--- src/rtl/imem_loader.sv ---
// imem_loader: boot-time instruction-memory writer.
//
// Consumes a byte stream (valid/ready) of the form
//   CNT_LO, CNT_HI, N x {b0,b1,b2,b3}, CSUM
// and writes each assembled little-endian word into instruction RAM starting
// at BASE_ADDR. The CPU is held in reset until the whole program has been
// written and the 8-bit additive checksum matches.
//
// Ports:
//   clk          system clock, rising edge
//   rst          synchronous active-high reset
//   in_valid     in_data holds a byte
//   in_data      stream byte
//   in_ready     loader accepts a byte this cycle
//   we           instruction RAM write enable (one-cycle pulse)
//   waddr        instruction RAM byte address (word aligned)
//   wdata        instruction word
//   cpu_rst      CPU reset, high until a successful load
//   done         load complete and checksum matched
//   error        load aborted (bad header or bad checksum)
//   words_loaded number of words written so far
module imem_loader #(
  parameter logic [31:0] BASE_ADDR = 32'h0040_0000,
  parameter int unsigned MAX_WORDS = 32'd1024
) (
  input  logic        clk,
  input  logic        rst,
  input  logic        in_valid,
  input  logic [7:0]  in_data,
  output logic        in_ready,
  output logic        we,
  output logic [31:0] waddr,
  output logic [31:0] wdata,
  output logic        cpu_rst,
  output logic        done,
  output logic        error,
  output logic [15:0] words_loaded
);

  typedef enum logic [2:0] {
    ST_HDR0 = 3'd0,
    ST_HDR1 = 3'd1,
    ST_DATA = 3'd2,
    ST_CSUM = 3'd3,
    ST_DONE = 3'd4,
    ST_ERR  = 3'd5
  } state_t;

  localparam logic [16:0] MAX_WORDS_W = MAX_WORDS[16:0];

  // Running 8-bit checksum accumulation (sum mod 256).
  function automatic logic [7:0] csum_add(input logic [7:0] acc, input logic [7:0] b);
    return acc + b;
  endfunction

  state_t      state_r;
  state_t      state_s;
  logic        in_ready_r;
  logic        cpu_rst_r;
  logic        done_r;
  logic        error_r;
  logic        we_r;
  logic [31:0] waddr_r;
  logic [31:0] wdata_r;
  logic [15:0] cnt_r;
  logic [7:0]  csum_r;
  logic [1:0]  byte_idx_r;
  logic [15:0] word_idx_r;
  logic [23:0] buf_r;
  logic        accept_s;
  logic [15:0] count_s;

  assign accept_s = in_valid && in_ready_r;
  // Full word count as it will be once CNT_HI is latched.
  assign count_s  = {in_data, cnt_r[7:0]};

  // Next-state logic for the load sequence.
  always_comb begin
    state_s = state_r;
    case (state_r)
      ST_HDR0: begin
        if (accept_s) begin
          state_s = ST_HDR1;
        end else begin
          state_s = state_r;
        end
      end
      ST_HDR1: begin
        if (accept_s) begin
          if ((count_s == 16'd0) || ({1'b0, count_s} > MAX_WORDS_W)) begin
            state_s = ST_ERR;
          end else begin
            state_s = ST_DATA;
          end
        end else begin
          state_s = state_r;
        end
      end
      ST_DATA: begin
        if (accept_s && (byte_idx_r == 2'd3) && (word_idx_r == (cnt_r - 16'd1))) begin
          state_s = ST_CSUM;
        end else begin
          state_s = state_r;
        end
      end
      ST_CSUM: begin
        if (accept_s) begin
          if (in_data == csum_r) begin
            state_s = ST_DONE;
          end else begin
            state_s = ST_ERR;
          end
        end else begin
          state_s = state_r;
        end
      end
      ST_DONE: state_s = ST_DONE;
      ST_ERR:  state_s = ST_ERR;
      // Unused encodings fall into the safe aborted state (CPU stays in reset).
      default: state_s = ST_ERR;
    endcase
  end

  // State register.
  always_ff @(posedge clk) begin
    if (rst) begin
      state_r <= ST_HDR0;
    end else begin
      state_r <= state_s;
    end
  end

  // Status outputs registered from the next state so they track state_r exactly.
  always_ff @(posedge clk) begin
    if (rst) begin
      in_ready_r <= 1'b1;
      cpu_rst_r  <= 1'b1;
      done_r     <= 1'b0;
      error_r    <= 1'b0;
    end else begin
      in_ready_r <= (state_s == ST_HDR0) || (state_s == ST_HDR1) ||
                    (state_s == ST_DATA) || (state_s == ST_CSUM);
      cpu_rst_r  <= (state_s != ST_DONE);
      done_r     <= (state_s == ST_DONE);
      error_r    <= (state_s == ST_ERR);
    end
  end

  // Header capture, checksum, word assembly and RAM write generation.
  always_ff @(posedge clk) begin
    if (rst) begin
      cnt_r      <= 16'd0;
      csum_r     <= 8'd0;
      byte_idx_r <= 2'd0;
      word_idx_r <= 16'd0;
      buf_r      <= 24'd0;
      we_r       <= 1'b0;
      waddr_r    <= BASE_ADDR;
      wdata_r    <= 32'd0;
    end else begin
      we_r <= 1'b0;
      if (accept_s) begin
        case (state_r)
          ST_HDR0: begin
            cnt_r[7:0] <= in_data;
            csum_r     <= csum_add(csum_r, in_data);
          end
          ST_HDR1: begin
            cnt_r[15:8] <= in_data;
            csum_r      <= csum_add(csum_r, in_data);
          end
          ST_DATA: begin
            csum_r     <= csum_add(csum_r, in_data);
            byte_idx_r <= byte_idx_r + 2'd1;
            case (byte_idx_r)
              2'd0: buf_r[7:0]   <= in_data;
              2'd1: buf_r[15:8]  <= in_data;
              2'd2: buf_r[23:16] <= in_data;
              2'd3: begin
                // b3 completes the word; address uses the pre-increment index.
                we_r       <= 1'b1;
                wdata_r    <= {in_data, buf_r};
                waddr_r    <= BASE_ADDR + {14'd0, word_idx_r, 2'b00};
                word_idx_r <= word_idx_r + 16'd1;
              end
              default: buf_r <= buf_r;
            endcase
          end
          // CSUM byte is compared, not accumulated; terminal states never accept.
          default: csum_r <= csum_r;
        endcase
      end
    end
  end

  assign in_ready     = in_ready_r;
  assign we           = we_r;
  assign waddr        = waddr_r;
  assign wdata        = wdata_r;
  assign cpu_rst      = cpu_rst_r;
  assign done         = done_r;
  assign error        = error_r;
  // Word index advances on the same edge that raises we.
  assign words_loaded = word_idx_r;

endmodule

--- config.mk ---
export PLATFORM = sky130hd
export DESIGN_NAME = imem_loader
export DESIGN_NICKNAME = d
export VERILOG_FILES = /design/src/rtl/imem_loader.sv
export SDC_FILE = /design/constraint.sdc
export NUM_CORES = 1
export LEC_CHECK = 0
export ABC_AREA = 1
export CORE_MARGIN = 5
export CORE_UTILIZATION = 50
export CTS_CLUSTER_DIAMETER = 150
export DETAILED_ROUTE_END_ITERATION = 12
export PLACE_DENSITY = 0.83
export SLEW_MARGIN = 20
export SYNTH_ARGS = -nofsm -noshare
export SYNTH_HDL_FRONTEND = slang
export SYNTH_SLANG_ARGS = --single-unit
--- constraint.sdc ---
create_clock -name clk -period 2.12 [get_ports clk]
set_input_delay 0.212 -clock clk [delete_from_list [all_inputs] [get_ports clk]]
set_output_delay 0.212 -clock clk [all_outputs]
set_load 0.02 [all_outputs]
==> results of run 1 <==
==> power by group <==
group          total (mW)  switching (mW)  internal [mW]
Sequential           2.44          0.0726           2.37
Combinational       0.998           0.629          0.369
Clock                2.89            1.14           1.76
==> cells in the final DEF, fill, tap and decap left out, types with 3 or more instances in the layout <==
master,n
inv_2,5
xnor2_1,5
clkdlybuf4s50_1,79
clkinv_4,3
nor2_2,6
conb_1,16
nor3_1,8
nor2_4,6
ha_1,12
nand3b_1,3
a21oi_2,4
buf_4,20
inv_6,5
clkbuf_16,17
o21ai_1,3
nor2_1,108
nand4_1,5
xor2_1,11
a21oi_1,80
nand3_1,28
o21ai_0,105
inv_1,76
nand2_1,104
nand2_2,5
dfxtp_1,122
==> cells by family (layout without fill, tap and decap cells) <==
group           after synthesis  after routing  share of synthesized area [%]
flops                       122            122                           43.1
compound gates              195            195                           17.5
fa+ha+maj                    14             14                           3.22
simple gates                288            288                           23.6
xor+xnor                     17             17                           2.87
buf+inv                     127            215                           9.56
other cells                   2             16                          0.132
==> synth_stat cells (all sizes together) <==
cell and instances:
inv 81, nor3 10, nand2 111, xnor2 5
dfxtp 122, o211ai 2, and3 1, nand3b 3
buf 22, nor2 122, conb 2, o21ai 108
nand4 6, ha 13, xnor3 1, clkbuf 23
nand3 31, xor2 11, fa 1, clkinv 1
a21oi 84, a211oi 1, or2 2, nor4 2
==> stage by stage <==
stage          instances  setup WS [ns]  hold slack, ns  util, %  cell area, sq um
6_report            1007          0.213           0.456     65.9              7240
5_1_grt             1007        0.00554           0.479     65.9              7240
4_1_cts             1007          0.141           0.459     65.9              7230
3_5_place_dp         975        -0.0754           0.448     60.5              6640
3_3_place_gp         975        -0.0427           0.443     60.5              6640
2_1_floorplan        779          0.402           0.347        -              5720
==> per-layer routing <==
layer | wire (um) | up-vias | share of wire (%)
met5 | 0 | - | 0
met4 | 353 | 0 | 2.4
met3 | 897 | 40 | 6.1
met2 | 7280 | 191 | 50
met1 | 6050 | 2407 | 41
li1 | - | 2652 | -
==> registers in the layout, summed over array words and instances, names as in the netlist <==
register,count
buf_r,24
byte_idx_r,2
cnt_r,16
cpu_rst,1
csum_r,8
done,1
error,1
in_ready,1
state_r,3
waddr,16
wdata,32
we,1
words_loaded,16
==> worst max-delay path: stages, from the launching register on <==
cell and delay, ns:
dfxtp_1 0.32, inv_1 0.11, ha_2 0.28, nand3_2 0.17
nor2_1 0.15, nand2_1 0.08, nand3_1 0.08, nand2_1 0.05
inv_1 0.05, nand2_1 0.06, nor2_1 0.14, nand2_1 0.18
nand3_2 0.11, inv_2 0.03
==> how the worst min path moves through the flow <==
stage | startpoint | endpoint | slack (ns) | depth (start not counted)
2_1_floorplan | in_data[5] | cnt_r[13]$_SDFFE_PP0P_ | 0.35 | 2
3_3_place_gp | buf_r[10]$_SDFFE_PP0P_ | buf_r[10]$_SDFFE_PP0P_ | 0.44 | 2
3_5_place_dp | buf_r[8]$_SDFFE_PP0P_ | buf_r[8]$_SDFFE_PP0P_ | 0.45 | 2
4_1_cts | buf_r[8]$_SDFFE_PP0P_ | buf_r[8]$_SDFFE_PP0P_ | 0.46 | 2
5_1_grt | buf_r[8]$_SDFFE_PP0P_ | buf_r[8]$_SDFFE_PP0P_ | 0.48 | 2
6_report | buf_r[0]$_SDFFE_PP0P_ | wdata[0]$_SDFFE_PP0P_ | 0.46 | 2
==> area by class of cell <==
cell class,instances,area (sq um)
inverters,82,308
fillers,903,3740
multi-input cells,530,2750
clock inverters,15,166
well taps,140,175
flip-flops and latches,122,2440
repair buffers,101,981
clock buffers,17,425
==> timing repair <==
item                                    in CTS  in global routing
hold endpoints to repair                     0                  0
hold buffers                                 0                  0
endpoints found under the setup margin       0                  3
gates resized for setup                      0                  3
==> run_results.csv, run 1 <==
group,metric,value,unit
status,status,"completed",
run,max_cap_violations,0,
synth,ys_types,39,
synth,synth_top_area_share,43.1,%
setup_path,end_kind,"flip-flop",
power,power_density,875,nW/um^2
finish,n_antenna_cell,0,
finish,final_nets,879,
timing,hold_violations,0,
hold_path,hp-class,"reg -> reg",
timing,timing.final.crit_share,90.0,%
routing,first_pass_iters,5,
cts,cts_num_sinks,122,
routing,drtIter0Drc,467,
timing,skew,0.00631,ns
setup_path,cp_data_required_time,2.44,ns
cts,clk_pin_slew,0.06,ns
setup_path,rr_endpoint,"done$_SDFF_PP0_",
global_route,busiest_layer,"met2",
global_route,grt_usage,22.3,%
placed_design,portBuffers,79,
global_route,grt_pass1_vias,4989,
setup_path,rrSetupSlack,0.21,ns
routing,wl_per_cell,14.5,um
die,die_area,13600,sq um
synth,ys_seq_area_share,43.1,%
die,core_area,11000,sq um
synth,synth_top_area_cell,"dfxtp_1",
cts,cts-root-buf,"clkbuf_16",
die,num_rows,38,
timing,fmax,524,MHz
routing,vias,5290,
routing,vias_per_cell,5.25,
timing,finalSetupTns,0,ns
setup_path,crit_path_end,"done$_SDFF_PP0_",
global_route,overflow,0,
setup_path,setup.worst_path.class,"reg -> reg",
cts,cts.htree.levels,4,
global_route,use_met2,38.4,%
synth,yosys_register_bits,122,
cts,cts_buffers,17,
die,start_util,51.6,%
setup_path,cp_max_fo,7,
timing,grt_setup_unrepaired,"no",
routing,antenna_left,0,
timing,period_needed,1.91,ns
setup_path,cp-start-kind,"flip-flop",
timing,tightest_slew,0.503,ns
die,die_w,116,um
power,p_leak,3.05,nW
routing,drc,0,
cts,clock_latency,0.42,ns
cts,clock_path_buffers,2,
placed_design,place_congestion,0.923,
timing,max_slew_margin,66.4,%
synth,synth.top_cells.by_area,"dfxtp_1 (43%), o21ai_0 (9.3%), nor2_1 (7.2%)",
placed_design,dp_hpwl,9.89,mm
cts,cts_tree,"done",
synth,syn_area_per_cell,7.41,sq um
setup_path,r2r_start,"cnt_r[0]$_SDFFE_PP0P_",
power,irDropWorstVdd,0.725,mV
setup_path,crit_start,"cnt_r[0]$_SDFFE_PP0P_",
global_route,grt_start_max_net_pins,42,
finish,drive_gt1_share,10.6,%
global_route,met1_usage,27.1,%
die,die-height,116,um
synth,netlist_instances,765,
setup_path,cp.arrival,2.23,ns
finish,area_growth,27.8,%
die,io_pins,96,
power,total_power,6.34,mW
setup_path,reg2regPathDepth,13,
timing,final-setup-viol-count,0,
cts,cts_setup_buffers,0,
routing,postRouteWirelength,14.6,mm
global_route,antenna_found_initial,0,
synth,ys_warn_count,0,
global_route,grt_first_pass_wirelength,23.9,mm
synth,synth_area,5670,sq um
global_route,met3_usage,5.34,%
timing,drv_slew,0,
Power figures use the tool's default switching activity.
==> run 2: changes to the inputs <==
Clock period 2.12 ns to 2.35 ns, I/O delays scaled along.
==> run 2 against run 1 <==
Die area did not move. Hold slack got worse by 0.0051 ns. Cell count fell by 0.50%. Cell area fell by 1.1%. Clock skew rose by 0.0011 ns. First-iteration DRC count fell by 8.6%. Via count fell by 1.1%. Clock power fell by 14%. Combinational power fell by 12%. Register-to-register slack improved by 0.20 ns. Critical endpoint unchanged.
==> run_results.csv, run 2 (synthesis results as in run 1) <==
group,metric,value,unit
global_route,antenna_found_initial,0,
routing,vias,5231,
setup_path,critical_path_buf_inv_count,3,
die,io_pins,96,
die,die_w,116,um
timing,timing.final.crit_share,82.5,%
setup_path,cp-start-kind,"flip-flop",
global_route,grt_usage,22.0,%
routing,vias_per_cell,5.22,
setup_path,end_kind,"flip-flop",
setup_path,cp_data_required_time,2.67,ns
cts,cts_resized,0,
power,power_density,778,nW/um^2
routing,postRouteWirelength,14.3,mm
cts,clock_latency,0.41,ns
timing,skew,0.00746,ns
cts,holdBufCountCts,0,
finish,n_antenna_cell,0,
finish,final_common_cell,"dfxtp_1",
finish,area_growth,26.3,%
setup_path,path_cells,"inv_1 -> ha_1 -> nand3_2 -> o21ai_1 -> nand2_1 -> nand2_1 -> nand2_1 -> inv_1 -> nand2_1 -> nor2_1 -> nand2_1 -> nand3_2 -> inv_2",
timing,tightest_slew,0.550,ns
placed_design,dp_hpwl,10.0,mm
routing,wl_per_cell,14.3,um
setup_path,setup.worst_path.class,"reg -> reg",
timing,period_needed,1.94,ns
power,p_leak,3.02,nW
placed_design,place_congestion,0.891,
die,core_area,11000,sq um
cts,clock_path_buffers,2,
cts,cts_tree,"done",
setup_path,cp_slowest_cell,"ha_1",
run,max_cap_violations,0,
die,die-height,116,um
timing,fmax,516,MHz
finish,largest_register_ffs,32,
timing,hold_violations,0,
finish,final_cell_mix,"dfxtp_1 (122), nor2_1 (109), o21ai_0 (105)",
routing,first_pass_iters,9,
cts,clk_pin_slew,0.06,ns
finish,drive_gt1_share,9.74,%
finish,final_nets,874,
routing,antenna_left,0,
timing,finalSetupTns,0,ns
global_route,grt_first_pass_wirelength,23.6,mm
finish,final_util,65.2,%
cts,cts_buffers,17,
status,status,"completed",
setup_path,cp.arrival,2.25,ns
die,start_util,51.6,%
cts,cts_setup_buffers,0,
timing,final-setup-viol-count,0,
die,num_rows,38,
setup_path,cp_top_family,"simple AND/OR/NAND/NOR gates",
setup_path,cp_common_cell,"nand2_1",
finish,fillers,926,
setup_path,cp_max_fo,7,
cts,cts.htree.levels,4,
hold_path,hp-class,"reg -> reg",
setup_path,slowest_delay,0.35,ns
global_route,overflow,0,
cts,cts_num_sinks,122,
global_route,grt_start_max_net_pins,60,
power,irDropWorstVdd,0.488,mV
routing,drtIter0Drc,427,
placed_design,portBuffers,79,
timing,grt_setup_unrepaired,"no",
timing,drv_slew,0,
routing,drc,0,
cts,cts-root-buf,"clkbuf_16",
timing,max_slew_margin,63.3,%
die,die_area,13600,sq um
global_route,grt_pass1_vias,4944,
## run 2: cell types whose count changed in the layout (fill, tap and decap cells not counted)
| cell | change |
|---|---|
| buf_4 | -4 |
| clkinv_4 | +3 |
| inv_6 | -2 |
| a21oi_1 | +1 |
| a21oi_2 | -1 |
| buf_12 | -1 |
| bufinv_16 | -1 |
| clkinv_2 | +1 |
| clkinvlp_4 | -1 |
| ha_1 | +1 |
| ha_2 | -1 |
| nor2_1 | +1 |
| nor2_2 | -1 |
## run 2: cell type report
| type | count | area [sq um] | share of cell area, % |
|---|---|---|---|
| clock buffers | 17 | 425 | 5.94 |
| clock inverters | 15 | 143 | 1.99 |
| multi-input cells | 530 | 2740 | 38.2 |
| inverters | 82 | 308 | 4.30 |
| repair buffers | 96 | 931 | 13.0 |
| well taps | 140 | 175 | 2.45 |
| flip-flops and latches | 122 | 2440 | 34.1 |
## run 2: per-layer routing
| layer | vias to the layer above | track usage [%] | routed length, um |
|---|---|---|---|
| met5 | - | 0 | 0 |
| met2 | 179 | 37.3 | 7000 |
| met1 | 2368 | 27.4 | 5910 |
| met3 | 50 | 4.56 | 961 |
| met4 | 0 | 8.35 | 430 |
| li1 | 2634 | - | - |
## run 2: worst min-delay path, cell delays in order, from the launching register on
cell,delay [ns]
dfxtp_1,0.30
inv_1,0.06
a21oi_1,0.05
## run 2: worst paths after layout
kind	start	end	slack (ns)	cells after the start
max	cnt_r[0]$_SDFFE_PP0P_	done$_SDFF_PP0_	0.41	13
min	buf_r[8]$_SDFFE_PP0P_	buf_r[8]$_SDFFE_PP0P_	0.45	2
max reg2reg	cnt_r[0]$_SDFFE_PP0P_	done$_SDFF_PP0_	0.41	13
min reg2reg	buf_r[8]$_SDFFE_PP0P_	buf_r[8]$_SDFFE_PP0P_	0.45	2
## run 2: power by group
group / internal [mW] / total [mW] / switching [mW] / leakage, nW
Combinational: 0.319 / 0.876 / 0.557 / 1.75
Sequential: 2.14 / 2.20 / 0.0620 / 0.988
Clock: 1.47 / 2.49 / 1.02 / 0.280
## run 2: metrics by stage
step	setup WS, ns	cells	power [mW]	hold WS (ns)	area [sq um]
floorplan	0.632	779	2.92	0.370	5720
global placement	0.150	970	3.09	0.442	6590
detailed placement	0.103	970	3.11	0.441	6590
CTS	0.425	1002	5.59	0.451	7160
global route	0.224	1002	5.83	0.478	7160
finish	0.412	1002	5.57	0.451	7160
